$ cat src/rtl/alu4_sequencer.sv
// Command-driven initiator for a 4-bit ALU: keeps an accumulator/carry, launches EXEC ops, captures results.
// Latency: response one cycle after accept (LOAD/READ/CLEAR), SETTLE_CYCLES+1 cycles after accept for EXEC.
// Backpressure: one command in flight; cmd_ready stays low until the response is taken by rsp_ready.
module alu4_sequencer #(
    parameter int SETTLE_CYCLES = 1,
    parameter int CNT_W         = 4
) (
    input  logic       clk,
    input  logic       rst_n,
    input  logic       cmd_valid,
    output logic       cmd_ready,
    input  logic [1:0] cmd_op,
    input  logic [2:0] cmd_sel,
    input  logic [3:0] cmd_data,
    output logic [3:0] alu_a,
    output logic [3:0] alu_b,
    output logic [2:0] alu_select,
    input  logic [3:0] alu_out,
    input  logic       alu_carry,
    output logic       rsp_valid,
    input  logic       rsp_ready,
    output logic [3:0] rsp_data,
    output logic       rsp_carry,
    output logic       busy
);

    localparam logic [1:0] OP_LOAD  = 2'd0;
    localparam logic [1:0] OP_EXEC  = 2'd1;
    localparam logic [1:0] OP_READ  = 2'd2;
    localparam logic [1:0] OP_CLEAR = 2'd3;

    typedef enum logic [1:0] {
        IDLE    = 2'd0,
        SETTLE  = 2'd1,
        RESPOND = 2'd2
    } state_t;

    state_t           state;
    logic [3:0]       acc;
    logic             carry;
    logic [CNT_W-1:0] cnt;

    assign cmd_ready = (state == IDLE);
    assign busy      = (state != IDLE);

    always_ff @(posedge clk) begin
        if (!rst_n) begin
            state      <= IDLE;
            acc        <= 4'd0;
            carry      <= 1'b0;
            cnt        <= '0;
            alu_a      <= 4'd0;
            alu_b      <= 4'd0;
            alu_select <= 3'd0;
            rsp_valid  <= 1'b0;
            rsp_data   <= 4'd0;
            rsp_carry  <= 1'b0;
        end else begin
            case (state)
                IDLE: begin
                    if (cmd_valid) begin
                        case (cmd_op)
                            OP_LOAD: begin
                                acc       <= cmd_data;
                                carry     <= 1'b0;
                                rsp_data  <= cmd_data;
                                rsp_carry <= 1'b0;
                                rsp_valid <= 1'b1;
                                state     <= RESPOND;
                            end
                            OP_CLEAR: begin
                                acc       <= 4'd0;
                                carry     <= 1'b0;
                                rsp_data  <= 4'd0;
                                rsp_carry <= 1'b0;
                                rsp_valid <= 1'b1;
                                state     <= RESPOND;
                            end
                            OP_READ: begin
                                rsp_data  <= acc;
                                rsp_carry <= carry;
                                rsp_valid <= 1'b1;
                                state     <= RESPOND;
                            end
                            OP_EXEC: begin
                                alu_a      <= acc;
                                alu_b      <= cmd_data;
                                alu_select <= cmd_sel;
                                cnt        <= CNT_W'(SETTLE_CYCLES - 1);
                                state      <= SETTLE;
                            end
                            default: state <= IDLE;
                        endcase
                    end
                end
                SETTLE: begin
                    // ALU outputs are trusted only once the settle window has fully elapsed
                    if (cnt == '0) begin
                        acc       <= alu_out;
                        carry     <= alu_carry;
                        rsp_data  <= alu_out;
                        rsp_carry <= alu_carry;
                        rsp_valid <= 1'b1;
                        state     <= RESPOND;
                    end else begin
                        cnt <= cnt - 1'b1;
                    end
                end
                RESPOND: begin
                    if (rsp_ready) begin
                        rsp_valid <= 1'b0;
                        state     <= IDLE;
                    end
                end
                default: state <= IDLE;
            endcase
        end
    end

endmodule

$ cat config.mk
export PLATFORM = sky130hd
export DESIGN_NAME = alu4_sequencer
export DESIGN_NICKNAME = d
export VERILOG_FILES = /design/src/rtl/alu4_sequencer.sv
export SDC_FILE = /design/constraint.sdc
export NUM_CORES = 1
export LEC_CHECK = 0
export BUFFER_PORTS_ARGS = -buffer_cell sky130_fd_sc_hd__clkbuf_2
export CAP_MARGIN = 10
export CORE_MARGIN = 1
export CORE_UTILIZATION = 56
export DETAILED_ROUTE_END_ITERATION = 6
export GPL_TIMING_DRIVEN = 0
export PLACE_DENSITY = 0.86
export SYNTH_ARGS = -nofsm -noshare
export SYNTH_HDL_FRONTEND = slang
export SYNTH_SLANG_ARGS = --single-unit
$ cat constraint.sdc
create_clock -name clk -period 2.6 [get_ports clk]
set_input_delay 0.26 -clock clk [delete_from_list [all_inputs] [get_ports clk]]
set_output_delay 0.26 -clock clk [all_outputs]
set_load 0.02 [all_outputs]
==> impl.org <==
** Status
- The run finished with clean final reports.

** Global route
- Number of global-route vias before repair :: 1187
- The number of antenna violations at the first check in global routing came to 0.
- Maximum number of pins on one net before global-route repair :: 16
- Wire length of the first global-routing pass :: 5050 µm
- In the global route stage, overall resource usage came out at 24.46%.
- After global routing the overflow that remains totals 0.

** Timing
- In the finished design, the share of the clock period the worst path needs comes to 66.63%.
- For the pin with the worst max-slew slack, the measured transition is 0.4677 ns.
- Unrepaired setup endpoints after global routing :: no
- Setup slack on the critical path of the routed design comes to 0.8677 ns.
- Across the routed clock network, the largest skew measured is 0.01706 ns.
- Setup TNS after final layout :: 0 ns
- Setup violations remaining at the end of the flow were counted as 0.
- The final count of pins violating max slew was 0.
- Final hold violations :: 0
- Worst slew slack as a fraction of its limit :: 68.82%
- Period minus WS final :: 1.732 ns
- Max Freq :: 0.5773 GHz

** Drt
- DRC violation count after routing :: 0
- Total Routed Length :: 3248 µm
- The detail route stage leaves a number of antenna-violating nets equal to 0.
- Summing over every cut layer, the via total after detailed routing is 1366.
- Post-detailed-route via-to-cell ratio :: 5.621
- DR pass1 iterations :: 4
- Detailed router's first-iteration violation count :: 41
- Routed len/inst :: 13.37 µm

** Power and ir drop
- Dividing total power by cell area gives a power density of 506.7 nW/µm².
- Psw :: 259.8 µW
- Register share of total power :: 53.5%
- Summing internal, switching and leakage power gives 872.4 µW.
- Worst vdd ir :: 0.3429 mV
- The internal portion of the total power is 612.6 µW.
- Net switching is 29.78% of the power.
- The clock network accounts for 24.7% of the total power.
- Total leakage power :: 0.7573 nW
- Combinational cell fraction of total power :: 21.8%

** Worst hold path
- Class of the tightest hold or removal check :: in -> reg
- End of the worst hold path :: alu_select[2]
- The worst hold path begins at cmd_sel[2].
- Hold Crit Depth :: 3

** Clocking
- Clock latency on the worst-skew pair, taken at its later pin, is 0.34 ns.
- Buffers inserted to repair hold after CTS numbered 0.
- CTS root buffer :: clkbuf_4
- CTS built an H-tree with a depth of 1.
- Clock tree buffer depth :: 2
- Register clock-pin slew on the reported worst setup and hold paths :: 0.16 ns
- Sinks on Clock Net :: 28
- In this run, CTS created clock tree buffers numbering 3.
- TritonCTS built the clock tree.
- In this run, post-CTS repair resized a total of 0 instances.
- Post-CTS repair timing setup buffer count :: 0

** Critical path
- STA classifies the critical path endpoint as a flop.
- The number of cells on the worst reg-to-reg path is 6.
- In this run the register-to-register setup slack is 0.87 ns.
- In this run the critical register-to-register path is captured at acc[1].
- On the worst path, the slowest cell contributes a delay of 0.42 ns.
- Traced cell by cell, the critical path runs through inv_1 > ha_1 > nand4bb_4 > a211oi_4 > o311ai_1 > o211a_1.
- CP max FO :: 8
- Among all stages on the critical path, the largest delay is contributed by a211oi_4.
- For the worst setup path, the data required time is 2.83 ns.
- Arr. time, crit path :: 1.97 ns
- Critical Path Source Type :: flop
- Together, buffers and inverters on the worst path number 1.
- Critical path's top delay family :: compound AO/OA/AOI/OAI gates
- The setup path with the least slack is of type reg -> reg.
- Beginning of the worst register-to-register path :: cnt[0]

** Place
- Number of buffers added on ports :: 35
- At the end of routability-driven placement, the weighted congestion stood at 0.8288.
- Before CTS, the worst setup slack after placement is 0.9132 ns.
- Once detailed placement completed, the half-perimeter wirelength came to 2420 µm.

** Floorplan
- After floorplanning, the core was divided into 18 placement rows.
- For this design the top-level I/O count stands at 37.
- Standard cell core area :: 2477 µm²
- The floorplan step set the die width to 53.28 µm.
- Starting Density :: 59.44%
- Die Height :: 53.28 µm
- The die covers 2839 µm².

** Cells and area
- At the end of the flow, the number of nets in the layout was 238.
- The multi-input combinational cells in the finished layout cover a total of 810.8 µm².
- Signed area change from the synthesized netlist to the final layout :: 16.91%
- Once layout is complete, the utilization of the core stands at 69.49%.
- Share of layout cells above drive strength 1 :: 23.94%
- Sequential cell area in the final layout :: 560.5 µm²
- Ant diodes :: 0
- Count of fill cells added during filler insertion :: 207

** Synthesis
- Number of warnings issued by yosys :: 0
- The number of nets handed over by synthesis was 198.
- Area of the mapped netlist :: 1473 µm²
- Post-synthesis cell type count :: 36
- Of the synthesized area, sequential elements account for 38.06%.
- Mean cell area of the mapped netlist :: 8.464 µm²
- FF+latch count, synth :: 28
- Gate count after technology mapping :: 174

** Run
- Across the run, the number of max-cap violations was 0.
==> how the worst max path moves through the flow <==
stage,startpoint,end,slack (ns),cells past startpoint
global placement,cmd_op[0],rsp_carry,0.93,7
floorplan,cnt[0],acc[0],1.13,6
global route,cnt[0],acc[1],0.80,6
finish,cnt[0],acc[1],0.87,6
CTS,cnt[0],acc[1],0.87,6
detailed placement,cmd_op[0],rsp_data[0],0.91,7
==> per-stage QoR <==
step | hold WS, ns | std cells | instance area (µm²)
detailed placement | 0.4582 | 239 | 1685
global route | 0.1388 | 243 | 1722
floorplan | 0.4049 | 174 | 1473
finish | 0.1276 | 243 | 1722
CTS | 0.1361 | 243 | 1722
global placement | 0.4489 | 239 | 1685
==> cell usage after synthesis <==
| master | instances | share of area, % |
|---|---|---|
| nand2_1 | 42 | 11 |
| dfxtp_1 | 28 | 38 |
| a21boi_0 | 11 | 5.6 |
| inv_1 | 11 | 2.8 |
| o21ai_0 | 8 | 2.7 |
| ha_1 | 6 | 5.1 |
| nor2_1 | 6 | 1.5 |
| clkbuf_1 | 5 | 1.3 |
| o211a_1 | 5 | 3.4 |
| nand3_1 | 4 | 1.4 |
| nor3_1 | 4 | 1.4 |
| o2111ai_1 | 4 | 2.4 |
| o311ai_0 | 4 | 2.4 |
| o311ai_1 | 4 | 2.4 |
| a21oi_1 | 3 | 1.0 |
| buf_2 | 3 | 1.0 |
| nor3b_1 | 3 | 1.5 |
| a211oi_4 | 2 | 2.7 |
| a31oi_1 | 2 | 0.85 |
| buf_4 | 2 | 1.0 |
| mux2i_1 | 2 | 1.4 |
| and2_1 | 1 | 0.43 |
| and2b_1 | 1 | 0.51 |
| and3_1 | 1 | 0.43 |
| and4b_1 | 1 | 0.68 |
| buf_6 | 1 | 0.76 |
| nand2b_1 | 1 | 0.43 |
| nand2b_2 | 1 | 0.59 |
| nand3b_1 | 1 | 0.51 |
| nand4bb_4 | 1 | 1.9 |
| nor3_2 | 1 | 0.68 |
| nor4_1 | 1 | 0.43 |
| o21a_1 | 1 | 0.51 |
| o21ba_2 | 1 | 0.68 |
| or2b_1 | 1 | 0.51 |
| or3_1 | 1 | 0.43 |
==> registers in the layout, indices dropped and copies added, names as in the netlist <==
name and flops:
rsp_valid 1, alu_select 3, carry 1, acc 4, state 2, cnt 4, alu_a 4, alu_b 4
rsp_carry 1, rsp_data 4
==> worst reg2reg max path, cell delays in order (launching register included) <==
cell,delay [ns]
dfxtp_1,0.36
inv_1,0.10
ha_1,0.21
nand4bb_4,0.18
a211oi_4,0.42
o311ai_1,0.19
o211a_1,0.16
==> layout by cell type, fill, tap and decap left out, types with 2 or more instances in the layout <==
cell       instances
a21boi_0          11
clkbuf_2          35
o311ai_1           4
clkbuf_4           3
nand2_1           42
a31oi_1            2
a21oi_1            3
o2111ai_1          4
nand3_1            4
ha_1               6
inv_1             11
nor2_1             6
buf_4              2
clkbuf_1           5
nor3b_1            3
a211oi_4           2
dfxtp_1           28
o21ai_0            8
o211a_1            5
mux2i_1            2
nor3_1             4
o311ai_0           4
buf_2              3
==> power by group through the flow <==
stage	sequential [mW]	clock, mW	combinational, mW
after floorplan	0.489	0	0.117
after global placement	0.474	0	0.184
after detailed placement	0.476	0	0.188
after CTS	0.467	0.219	0.190
after global routing	0.470	0.234	0.208
final	0.467	0.215	0.190
==> per-layer routing <==
layer  share of wire (%)  wire, µm  GRT usage (%)  up-vias
li1                    -         -              -      685
met5                   0         0              0        -
met4                 1.3        41          11.40        0
met3                 5.4       175          3.448        6
met2                  46      1493          37.92       51
met1                  47      1538          32.93      624
==> area by class of cell <==
class | instances | area share, %
plain buffers | 11 | 3.488
clock buffers | 4 | 2.108
inverters | 11 | 2.398
multi-input cells | 124 | 47.09
flip-flops and latches | 28 | 32.56
well taps | 30 | 2.180
repair buffers | 35 | 10.17
==> cell families after synthesis <==
group,share of synthesized area (%)
flip-flops,38.06
adder cells (fa/ha/maj),5.098
AND/OR/NAND/NOR,23.96
AO/OA/AOI/OAI,24.64
multiplexers,1.359
buffers and inverters,6.881
Note: power is estimated with default switching activity, not from simulation.
